--- src/rtl/game_logic.sv ---
`default_nettype none
// +----------------------------------------------------------------------------+
// | Module      : game_logic                                                   |
// | Description : Frame-stepped Breakout game-state engine. Each accepted      |
// |               FRAME_DONE pulse advances paddle, ball, blocks and lives by  |
// |               exactly one frame through a 4-stage sequencer.               |
// | Ports       : CLK, RESET (sync, active-high), FRAME_DONE (1-cycle pulse),  |
// |               BTN_LEFT/BTN_RIGHT/BTN_LAUNCH (levels, sampled at frame),    |
// |               PADDLE_X_PIXEL, BALL_X_PIXEL, BALL_Y_PIXEL, BLOCK_STATE,     |
// |               LIVES, SCORE, GAME_OVER, WON (all registered, commit-aligned)|
// | Revision    : 1.0 - initial release                                        |
// +----------------------------------------------------------------------------+
module game_logic #(
   parameter int PADDLE_SPEED = 4,
   parameter int BALL_SPEED   = 2,
   parameter int START_LIVES  = 3
) (
   input  logic        CLK,
   input  logic        RESET,
   input  logic        FRAME_DONE,
   input  logic        BTN_LEFT,
   input  logic        BTN_RIGHT,
   input  logic        BTN_LAUNCH,
   output logic [9:0]  PADDLE_X_PIXEL,
   output logic [9:0]  BALL_X_PIXEL,
   output logic [9:0]  BALL_Y_PIXEL,
   output logic [71:0] BLOCK_STATE,
   output logic [1:0]  LIVES,
   output logic [6:0]  SCORE,
   output logic        GAME_OVER,
   output logic        WON
);

   // Geometry, all 11 bits so that a step past zero stays visible.
   localparam logic [10:0] c_X_MIN     = 11'd88;
   localparam logic [10:0] c_X_END     = 11'd712;
   localparam logic [10:0] c_Y_MIN     = 11'd40;
   localparam logic [10:0] c_PAD_Y     = 11'd560;
   localparam logic [10:0] c_PAD_LEN   = 11'd64;
   localparam logic [10:0] c_PAD_HALF  = 11'd32;
   localparam logic [10:0] c_PAD_MAX   = 11'd648;
   localparam logic [10:0] c_PAD_RST   = 11'd368;
   localparam logic [10:0] c_BALL      = 11'd8;
   localparam logic [10:0] c_BALL_HALF = 11'd4;
   localparam logic [10:0] c_BALL_OFS  = 11'd28;
   localparam logic [10:0] c_REST_Y    = 11'd552;
   localparam logic [10:0] c_MISS_Y    = 11'd600;
   localparam logic [10:0] c_GRID_X0   = 11'd112;
   localparam logic [10:0] c_GRID_X1   = 11'd688;
   localparam logic [10:0] c_GRID_Y0   = 11'd80;
   localparam logic [10:0] c_GRID_Y1   = 11'd144;
   localparam logic [10:0] c_PSPD      = 11'(PADDLE_SPEED);
   localparam logic [10:0] c_BSPD      = 11'(BALL_SPEED);
   localparam logic [1:0]  c_LIVES0    = 2'(START_LIVES);
   localparam logic [6:0]  c_SCORE_MAX = 7'd72;

   typedef enum logic [2:0] {
      SEQ_IDLE, SEQ_PADDLE, SEQ_BALL, SEQ_COLLIDE, SEQ_COMMIT
   } seq_t;

   typedef enum logic [1:0] {
      GS_SERVE, GS_PLAY, GS_OVER, GS_WON
   } game_t;

   seq_t        seq_q;
   game_t       game_q, res_game_q, game_d;
   logic [9:0]  paddle_q, ball_x_q, ball_y_q;
   logic        dx_q, dy_q;                 // dx 1 = right, dy 1 = down
   logic [71:0] blocks_q;
   logic [1:0]  lives_q;
   logic [6:0]  score_q;
   logic        over_q, won_q;
   logic        btn_l_q, btn_r_q, btn_go_q;
   logic [10:0] pad_n_q, nx_q, ny_q;
   logic [9:0]  res_pad_q, res_x_q, res_y_q;
   logic        res_dx_q, res_dy_q;
   logic [71:0] res_blocks_q;
   logic [1:0]  res_lives_q;
   logic [6:0]  res_score_q;

   logic [10:0] pad_d, nx_d, ny_d, pad_c_d, x_d, y_d;
   logic        dx_d, dy_d;
   logic [71:0] blocks_d;
   logic [1:0]  lives_d;
   logic [6:0]  score_d;

   logic [10:0] w_pad, w_cx, w_cy;
   logic [3:0]  w_col;
   logic [2:0]  w_row;
   logic [6:0]  w_idx;
   logic        w_in_grid, w_pad_hit;

   assign w_pad = {1'b0, paddle_q};

   // PADDLE stage: the paddle only moves while the game is live.
   always_comb begin
      pad_d = w_pad;
      if (game_q == GS_SERVE || game_q == GS_PLAY) begin
         if (btn_l_q && !btn_r_q)
            pad_d = (w_pad < c_X_MIN + c_PSPD) ? c_X_MIN : w_pad - c_PSPD;
         else if (btn_r_q && !btn_l_q)
            pad_d = (w_pad + c_PSPD > c_PAD_MAX) ? c_PAD_MAX : w_pad + c_PSPD;
      end
   end

   // BALL stage: raw next position before any collision resolution.
   assign nx_d = dx_q ? {1'b0, ball_x_q} + c_BSPD : {1'b0, ball_x_q} - c_BSPD;
   assign ny_d = dy_q ? {1'b0, ball_y_q} + c_BSPD : {1'b0, ball_y_q} - c_BSPD;

   // COLLIDE stage helpers; block lookup uses the unresolved centre point.
   assign w_cx      = nx_q + c_BALL_HALF;
   assign w_cy      = ny_q + c_BALL_HALF;
   assign w_in_grid = (w_cx >= c_GRID_X0) && (w_cx < c_GRID_X1) &&
                      (w_cy >= c_GRID_Y0) && (w_cy < c_GRID_Y1);
   assign w_col     = 4'((w_cx - c_GRID_X0) >> 6);
   assign w_row     = 3'((w_cy - c_GRID_Y0) >> 3);
   assign w_idx     = {4'd0, w_row} * 7'd9 + {3'd0, w_col};
   // Only a downward ball that was fully above the paddle row can land on it.
   assign w_pad_hit = dy_q && ({1'b0, ball_y_q} + c_BALL <= c_PAD_Y) &&
                      (ny_q + c_BALL > c_PAD_Y) && (nx_q + c_BALL > pad_n_q) &&
                      (nx_q < pad_n_q + c_PAD_LEN);

   always_comb begin
      game_d   = game_q;
      pad_c_d  = pad_n_q;
      x_d      = {1'b0, ball_x_q};
      y_d      = {1'b0, ball_y_q};
      dx_d     = dx_q;
      dy_d     = dy_q;
      blocks_d = blocks_q;
      lives_d  = lives_q;
      score_d  = score_q;
      case (game_q)
         GS_SERVE: begin
            x_d = pad_n_q + c_BALL_OFS;
            y_d = c_REST_Y;
            if (btn_go_q) begin
               game_d = GS_PLAY;
               dx_d   = 1'b1;
               dy_d   = 1'b0;
            end
         end
         GS_PLAY: begin
            x_d = nx_q;
            y_d = ny_q;
            if (nx_q < c_X_MIN) begin
               x_d  = c_X_MIN;
               dx_d = 1'b1;
            end else if (nx_q + c_BALL > c_X_END) begin
               x_d  = c_X_END - c_BALL;
               dx_d = 1'b0;
            end
            if (ny_q < c_Y_MIN) begin
               y_d  = c_Y_MIN;
               dy_d = 1'b1;
            end
            if (w_pad_hit) begin
               y_d  = c_REST_Y;
               dy_d = 1'b0;
               dx_d = !(nx_q + c_BALL_HALF < pad_n_q + c_PAD_HALF);
            end
            if (w_in_grid && blocks_q[w_idx]) begin
               blocks_d[w_idx] = 1'b0;
               dy_d            = !dy_d;
               if (score_q < c_SCORE_MAX)
                  score_d = score_q + 7'd1;
            end
            // Clearing the last block wins even if this frame also misses.
            if (blocks_d == '0) begin
               game_d = GS_WON;
            end else if (ny_q >= c_MISS_Y) begin
               if (lives_q > 2'd1) begin
                  lives_d = lives_q - 2'd1;
                  game_d  = GS_SERVE;
                  x_d     = pad_n_q + c_BALL_OFS;
                  y_d     = c_REST_Y;
               end else begin
                  lives_d = 2'd0;
                  game_d  = GS_OVER;
               end
            end
         end
         default: begin
            if (btn_go_q) begin
               game_d   = GS_SERVE;
               pad_c_d  = c_PAD_RST;
               x_d      = c_PAD_RST + c_BALL_OFS;
               y_d      = c_REST_Y;
               dx_d     = 1'b1;
               dy_d     = 1'b0;
               blocks_d = '1;
               lives_d  = c_LIVES0;
               score_d  = 7'd0;
            end
         end
      endcase
   end

   always_ff @(posedge CLK) begin
      if (RESET) begin
         seq_q        <= SEQ_IDLE;
         game_q       <= GS_SERVE;
         paddle_q     <= 10'(c_PAD_RST);
         ball_x_q     <= 10'(c_PAD_RST + c_BALL_OFS);
         ball_y_q     <= 10'(c_REST_Y);
         dx_q         <= 1'b1;
         dy_q         <= 1'b0;
         blocks_q     <= '1;
         lives_q      <= c_LIVES0;
         score_q      <= 7'd0;
         over_q       <= 1'b0;
         won_q        <= 1'b0;
         btn_l_q      <= 1'b0;
         btn_r_q      <= 1'b0;
         btn_go_q     <= 1'b0;
         pad_n_q      <= c_PAD_RST;
         nx_q         <= 11'd0;
         ny_q         <= 11'd0;
         res_game_q   <= GS_SERVE;
         res_pad_q    <= 10'(c_PAD_RST);
         res_x_q      <= 10'(c_PAD_RST + c_BALL_OFS);
         res_y_q      <= 10'(c_REST_Y);
         res_dx_q     <= 1'b1;
         res_dy_q     <= 1'b0;
         res_blocks_q <= '1;
         res_lives_q  <= c_LIVES0;
         res_score_q  <= 7'd0;
      end else begin
         case (seq_q)
            SEQ_IDLE: begin
               if (FRAME_DONE) begin
                  btn_l_q  <= BTN_LEFT;
                  btn_r_q  <= BTN_RIGHT;
                  btn_go_q <= BTN_LAUNCH;
                  seq_q    <= SEQ_PADDLE;
               end
            end
            SEQ_PADDLE: begin
               pad_n_q <= pad_d;
               seq_q   <= SEQ_BALL;
            end
            SEQ_BALL: begin
               nx_q  <= nx_d;
               ny_q  <= ny_d;
               seq_q <= SEQ_COLLIDE;
            end
            SEQ_COLLIDE: begin
               res_game_q   <= game_d;
               res_pad_q    <= 10'(pad_c_d);
               res_x_q      <= 10'(x_d);
               res_y_q      <= 10'(y_d);
               res_dx_q     <= dx_d;
               res_dy_q     <= dy_d;
               res_blocks_q <= blocks_d;
               res_lives_q  <= lives_d;
               res_score_q  <= score_d;
               seq_q        <= SEQ_COMMIT;
            end
            SEQ_COMMIT: begin
               // Every visible output updates on this single edge.
               game_q   <= res_game_q;
               paddle_q <= res_pad_q;
               ball_x_q <= res_x_q;
               ball_y_q <= res_y_q;
               dx_q     <= res_dx_q;
               dy_q     <= res_dy_q;
               blocks_q <= res_blocks_q;
               lives_q  <= res_lives_q;
               score_q  <= res_score_q;
               over_q   <= (res_game_q == GS_OVER);
               won_q    <= (res_game_q == GS_WON);
               seq_q    <= SEQ_IDLE;
            end
            default: seq_q <= SEQ_IDLE;
         endcase
      end
   end

   assign PADDLE_X_PIXEL = paddle_q;
   assign BALL_X_PIXEL   = ball_x_q;
   assign BALL_Y_PIXEL   = ball_y_q;
   assign BLOCK_STATE    = blocks_q;
   assign LIVES          = lives_q;
   assign SCORE          = score_q;
   assign GAME_OVER      = over_q;
   assign WON            = won_q;

endmodule
`default_nettype wire

--- config.mk ---
export PLATFORM = sky130hd
export DESIGN_NAME = game_logic
export DESIGN_NICKNAME = d
export VERILOG_FILES = /design/src/rtl/game_logic.sv
export SDC_FILE = /design/constraint.sdc
export NUM_CORES = 1
export LEC_CHECK = 0
export BUFFER_PORTS_ARGS = -buffer_cell sky130_fd_sc_hd__buf_2
export CORE_ASPECT_RATIO = 1.25
export CORE_MARGIN = 1.5
export CORE_UTILIZATION = 50
export CTS_CLUSTER_DIAMETER = 60
export CTS_CLUSTER_SIZE = 28
export DETAILED_ROUTE_END_ITERATION = 7
export PLACE_DENSITY_LB_ADDON = 0.1
export SYNTH_ARGS = -nofsm -noshare
export SYNTH_HDL_FRONTEND = slang
export SYNTH_SLANG_ARGS = --single-unit
--- constraint.sdc ---
create_clock -name CLK -period 8.92 [get_ports CLK]
set_input_delay 0.446 -clock CLK [delete_from_list [all_inputs] [get_ports CLK]]
set_output_delay 0.446 -clock CLK [all_outputs]
set_load 0.005 [all_outputs]
* Yosys cells after proc, flatten, opt, wreduce, memory -nomap -nowiden
Cells that the tools add are included.
Operators by class: add/sub/neg operators 19, multiply operators 1, order comparisons 19, eq/ne operators 8, muxes and demuxes 59, bitwise gates (word level) 2, reduce and logical (&&, ||, !) cells 21
Operators with widths (number):
- $mux W72 | 3
- $pmux W72 S2 | 1
- $mux W10 | 14
- $mux W11 | 7
- $and A72 B72 Y72 | 1
- $logic_not A72 Y1 | 1
- $not A72 Y72 | 1
- $pmux W10 S2 | 2
- $gt A11 B10 Y1 const B | 3
- $add A10 B2 Y11 const B | 2
- $add A11 B3 Y11 const B | 2
- $add A11 B4 Y11 const B | 2
- $ge A11 B7 Y1 const B | 2
- $lt A11 B11 Y1 | 2
- $sub A10 B2 Y11 const B | 2
- $mux W7 | 3
- $mux W2 | 9
- $pmux W7 S2 | 1
- $mux W1 | 13
- $pmux W3 S4 | 1
- $add A10 B3 Y11 const B | 1
- $add A10 B4 Y11 const B | 1
- $add A11 B6 Y11 const B | 1
- $add A11 B7 Y11 const B | 1
- 37 further kinds | 53
Word-level totals: register bits after elaboration 271, bits of input ports 6, output and inout bits 113, word-level logic and storage cells 156

* Depth between registers and ports, before layout
word-level depth 15, gate-level depth with buffers 27, mapped depth without buffers 22

* Worst setup path after synthesis
Ideal clock, no wire load.
kind register -> register, start point register nx_q[3], end point register res_x_q[4], library setup time 132 ps, arrival time 5608 ps, data required time 8788 ps, path slack 3180 ps, stages on the path, launching flop included 26, buffers on the path 3, period minus slack after synthesis 5740 ps, path through dfxtp_1 > ha_1 > clkbuf_1 > nand2_1 > or4bb_1 > nand3_1 > and2_1 > ha_1 > ha_1 > inv_1 > fa_1 > buf_2 > mux4_2 > nand2_1 > and3_1 > o32a_2 > or4_1 > o31ai_1 > nand4_1 > or4_1 > nor4_2 > nand4_2 > nand2_4 > buf_6 > mux2i_1 > o32ai_1
On the way: cells in the longest elaborated chain, start to end 14, elaborated cells between the ends (all ways) 30, classes of those cells add/sub: 4; order compare: 6; mux: 12; bitwise: 2; reduce/logical: 6
Ends and longest elaborated chain:
- from (decl) | RTL line 74 | logic [10:0] pad_n_q, nx_q, ny_q;
- from (signal assigned) | RTL line 243 | nx_q <= nx_d;
- $add A11 B3 Y11 | RTL line 111 | assign w_cx = nx_q + c_BALL_HALF;
- $sub A10 B7 Y10 | RTL line 115 | assign w_col = 4'((w_cx - c_GRID_X0) >> 6);
- $add A7 B4 Y7 | RTL line 117 | assign w_idx = {4'd0, w_row} * 7'd9 + {3'd0, w_col};
- $lt A7 B8 Y1 (not written as such) / $ge A7 B1 Y1 (equally long branches) | RTL line 163 | blocks_d[w_idx] = 1'b0;
- $logic_and A1 B1 Y1 (not written as such) | RTL line 163
- $mux W1 (not written as such) | RTL line 163
- $demux W1 S7 | RTL line 163
- $not A72 Y72 (no line)
- $and A72 B72 Y72 (no line)
- $mux W72 | RTL line 162 | if (w_in_grid && blocks_q[w_idx]) begin
- $mux W72 | RTL line 133 | case (game_q)
- $logic_not A72 Y1 | RTL line 169 | if (blocks_d == '0) begin
- $mux W10 * | RTL line 169
- $pmux W10 S2 * | RTL line 133
- to (signal assigned) | RTL line 221 | res_x_q <= 10'(c_PAD_RST + c_BALL_OFS);
- to (signal assigned) | RTL line 250 | res_x_q <= 10'(x_d);
- to (decl) | RTL line 75 | logic [9:0] res_pad_q, res_x_q, res_y_q;
Every way passes the cells marked *; elsewhere a longest branch is shown, timed or not. The select of a mux whose other input is x is not followed. A chain may end at the register's enable or synchronous reset.

* Worst setup path after layout
start point register nx_q[4], end point register res_x_q[9]
Same word-level chain as after synthesis.

==> impl_metrics.toml <==
[placement]
dpl_cell_area_um2 = 16600
io_buffers = 118
place_hpwl_mm = 36.4
gp_congestion = 0.988

[critical_path]
end_kind = "flop"
crit_arrival_ns = 8.16
crit_family = "simple AND/OR/NAND/NOR gates"
path_max_fanout = 23
slowest_stage = "fa_1"
crit_type = "flop to flop"
crit_required_ns = 9.40
path_cells = "ha_1, nand2_1, or4bb_1, nand3_1, and2_1, ha_1, ha_1, inv_1, fa_1, buf_4, mux4_2, mux2i_1, o31ai_4, o21ai_1, or4b_1, o21ai_1, nand4_1, nor4_1, nand4_2, nand2_4, nand4b_1, a41o_1"
start_kind = "flop"
crit_path_max_incr_delay_ns = 1.17
cp_num_buf_inv = 2
cpMostUsedCell = "ha_1"

[synthesis]
yosys.area_share.xor_xnor_pct = 3.09
synth-seq-cells = 271
synth_top_family_by_area = "simple AND/OR/NAND/NOR gates"
async_flop_share_pct = 0
synth_edf_count = 0
mappedNetlistNets = 2224
synth_fa_ha_area_share_pct = 5.82
syn-cell-area_um2 = 16100
syn_inst = 2145
yosysWarnings = 0
avgSynthCellArea_um2 = 7.50
synth-compound-area-share_pct = 22.6
synth_cell_type_count = 97
synth_mux_area_share_pct = 3.38
synthFlopType = "dfxtp_1"
ys_seq_area_share_pct = 33.7
synth-simple-area-share_pct = 25.5

[job]
max-cap-violations = 0

[cells_and_area]
area_growth_pct = 8.77
diodes = 0
layout-drive-gt1-share_pct = 10.9
layout_commonest_cell = "nand2_1"
seqCellArea_um2 = 5430
fin_area_um2 = 17500
fill_cells = 3095
mostFrequentLayoutCells = "nand2_1 (412), dfxtp_1 (271), a21oi_1 (236)"
nNetsFinal = 2217
multi_input_area_um2 = 9730

[grt]
grt_pass1_wl_mm = 84.2
track_usage_pct = 32.0
antenna_found_initial = 0
grt_max_degree = 108
grt_overflow_total = 0
grt_pass1_vias = 14800

[route]
ant_nets = 0
wirelength_mm = 53.8
drt_first_pass_iters = 6
drc = 0
vias = 15900
wl_per_cell_um = 20.9
routed_via_density = 6.21
drt-initial-drc-count = 1566

[clock_tree]
clk_pin_slew_ns = 0.10
cts_sinks = 271
cts_buffers = 23
htree_levels = 1
clock-root-buffer = "clkbuf_16"
ctsResizeCount = 0
clockBufferDepth = 3
hold_buffers = 0
clock_latency_ns = 0.58
post_cts_buffers = 0
tritoncts = "done"

[die]
core_um2 = 31800
die-area_um2 = 33300
die_w_um = 163
initial_core_util_pct = 50.6
io_pins = 119
dieHeight_um = 204
rows = 73

[timing]
fmax_mhz = 130
hold_viol_final = 0
slew_viol_final = 0
clock_skew_ns = 0.0235
setup_viol = 0
tns_ns = 0
worst_pin_slew_ns = 1.12
min_period_ns = 7.68
rsz0062_at_grt = "no"
period_share_pct = 86.1
slew_headroom_pct = 25.6

[power_and_ir_drop]
ir_drop_v = 0.000179
power_density_nw_per_um2 = 209
leakagePower_nw = 6.92

[run_status]
status = "completed"

[worst_hold_path]
min-delay-path-class = "primary input to flop"
==> flip-flops by register name (all words and copies together), names as in the netlist, 2 cells and up <==
register        flops
BALL_Y_PIXEL       10
ny_q               11
LIVES               2
nx_q               11
res_game_q          2
res_score_q         7
game_q              2
seq_q               3
PADDLE_X_PIXEL     10
res_blocks_q       72
res_x_q            10
BLOCK_STATE        72
SCORE               7
res_y_q            10
res_lives_q         2
res_pad_q          10
BALL_X_PIXEL       10
pad_n_q            11
==> metrics by stage <==
| step | utilization [%] | total power [mW] | setup slack (ns) | hold slack [ns] | cells |
|---|---|---|---|---|---|
| 5_1_grt | 55.0 | 3.81 | 0.849 | 0.137 | 2567 |
| 6_report | 55.0 | 3.65 | 1.24 | 0.122 | 2567 |
| 3_3_place_gp | 52.3 | 2.49 | 1.58 | 0.435 | 2525 |
| 2_1_floorplan | - | 2.21 | 3.18 | 0.429 | 2145 |
| 3_5_place_dp | 52.3 | 2.50 | 1.33 | 0.439 | 2525 |
| 4_1_cts | 55.0 | 3.64 | 1.31 | 0.113 | 2567 |
==> kinds of logic (layout without fill, tap and decap cells) <==
group | after synthesis | after routing
simple gates | 895 | 895
compound gates | 587 | 587
flops | 271 | 271
buf+inv | 230 | 240
fa+ha+maj | 73 | 73
xor+xnor | 55 | 55
mux | 34 | 34
==> layer usage <==
layer  vias to the layer above  share of wire, %  GRT usage (%)
li1                       7614                 -              -
met1                      7625                42           41.1
met2                       559                48           53.9
met3                       144               6.1           3.95
met4                         0               4.1           13.7
met5                         -                 0              0
==> final timing paths <==
path                             start                              to  slack, ns  cells past startpoint
max               nx_q[4]$_SDFFE_PP0N_         res_x_q[9]$_SDFFE_PP0P_       1.24                     22
max reg2reg       nx_q[4]$_SDFFE_PP0N_         res_x_q[9]$_SDFFE_PP0P_       1.24                     22
min reg2reg  res_pad_q[3]$_SDFFE_PP0P_  PADDLE_X_PIXEL[3]$_SDFFE_PP0N_       0.45                      2
min                         BTN_LAUNCH           btn_go_q$_SDFFE_PP0P_       0.12                      3
==> worst register-to-register path, cell delays in order (launching register included) <==
cell      delay [ns]
dfxtp_1         0.58
ha_1            0.44
nand2_1         0.13
or4bb_1         0.55
nand3_1         0.10
and2_1          0.13
ha_1            0.15
ha_1            0.22
inv_1           0.07
fa_1            1.17
buf_4           0.33
mux4_2          0.23
mux2i_1         0.14
o31ai_4         0.37
o21ai_1         0.38
or4b_1          0.79
o21ai_1         0.21
nand4_1         0.10
nor4_1          0.47
nand4_2         0.31
nand2_4         0.32
nand4b_1        0.13
a41o_1          0.27
==> cell usage after synthesis (all sizes together), types with 18 or more instances <==
master / number / area (um2)
nor3: 43 / 220
ha: 70 / 876
a211oi: 55 / 418
o31ai: 33 / 262
a21oi: 236 / 1180
inv: 59 / 221
xor2: 18 / 165
dfxtp: 271 / 5430
buf: 34 / 208
nand3: 135 / 681
o21ai: 114 / 571
nor2: 153 / 574
o211ai: 20 / 155
nand4: 42 / 290
nand2: 414 / 1560
clkbuf: 136 / 510
xnor2: 37 / 332
==> final cells by class <==
class                   count  area share (%)
inverters                  60            1.30
flip-flops and latches    271            31.0
clock inverters            18            1.53
multi-input cells        1644            55.6
well taps                 412            2.95
clock buffers              24            3.37
repair buffers            138            4.25
==> power by group <==
part           switching, mW  internal (mW)  total (mW)
sequential            0.0861           1.27        1.35
combinational          0.780          0.369        1.15
clock                  0.582          0.565        1.15
(Power assumes the default switching activity.)
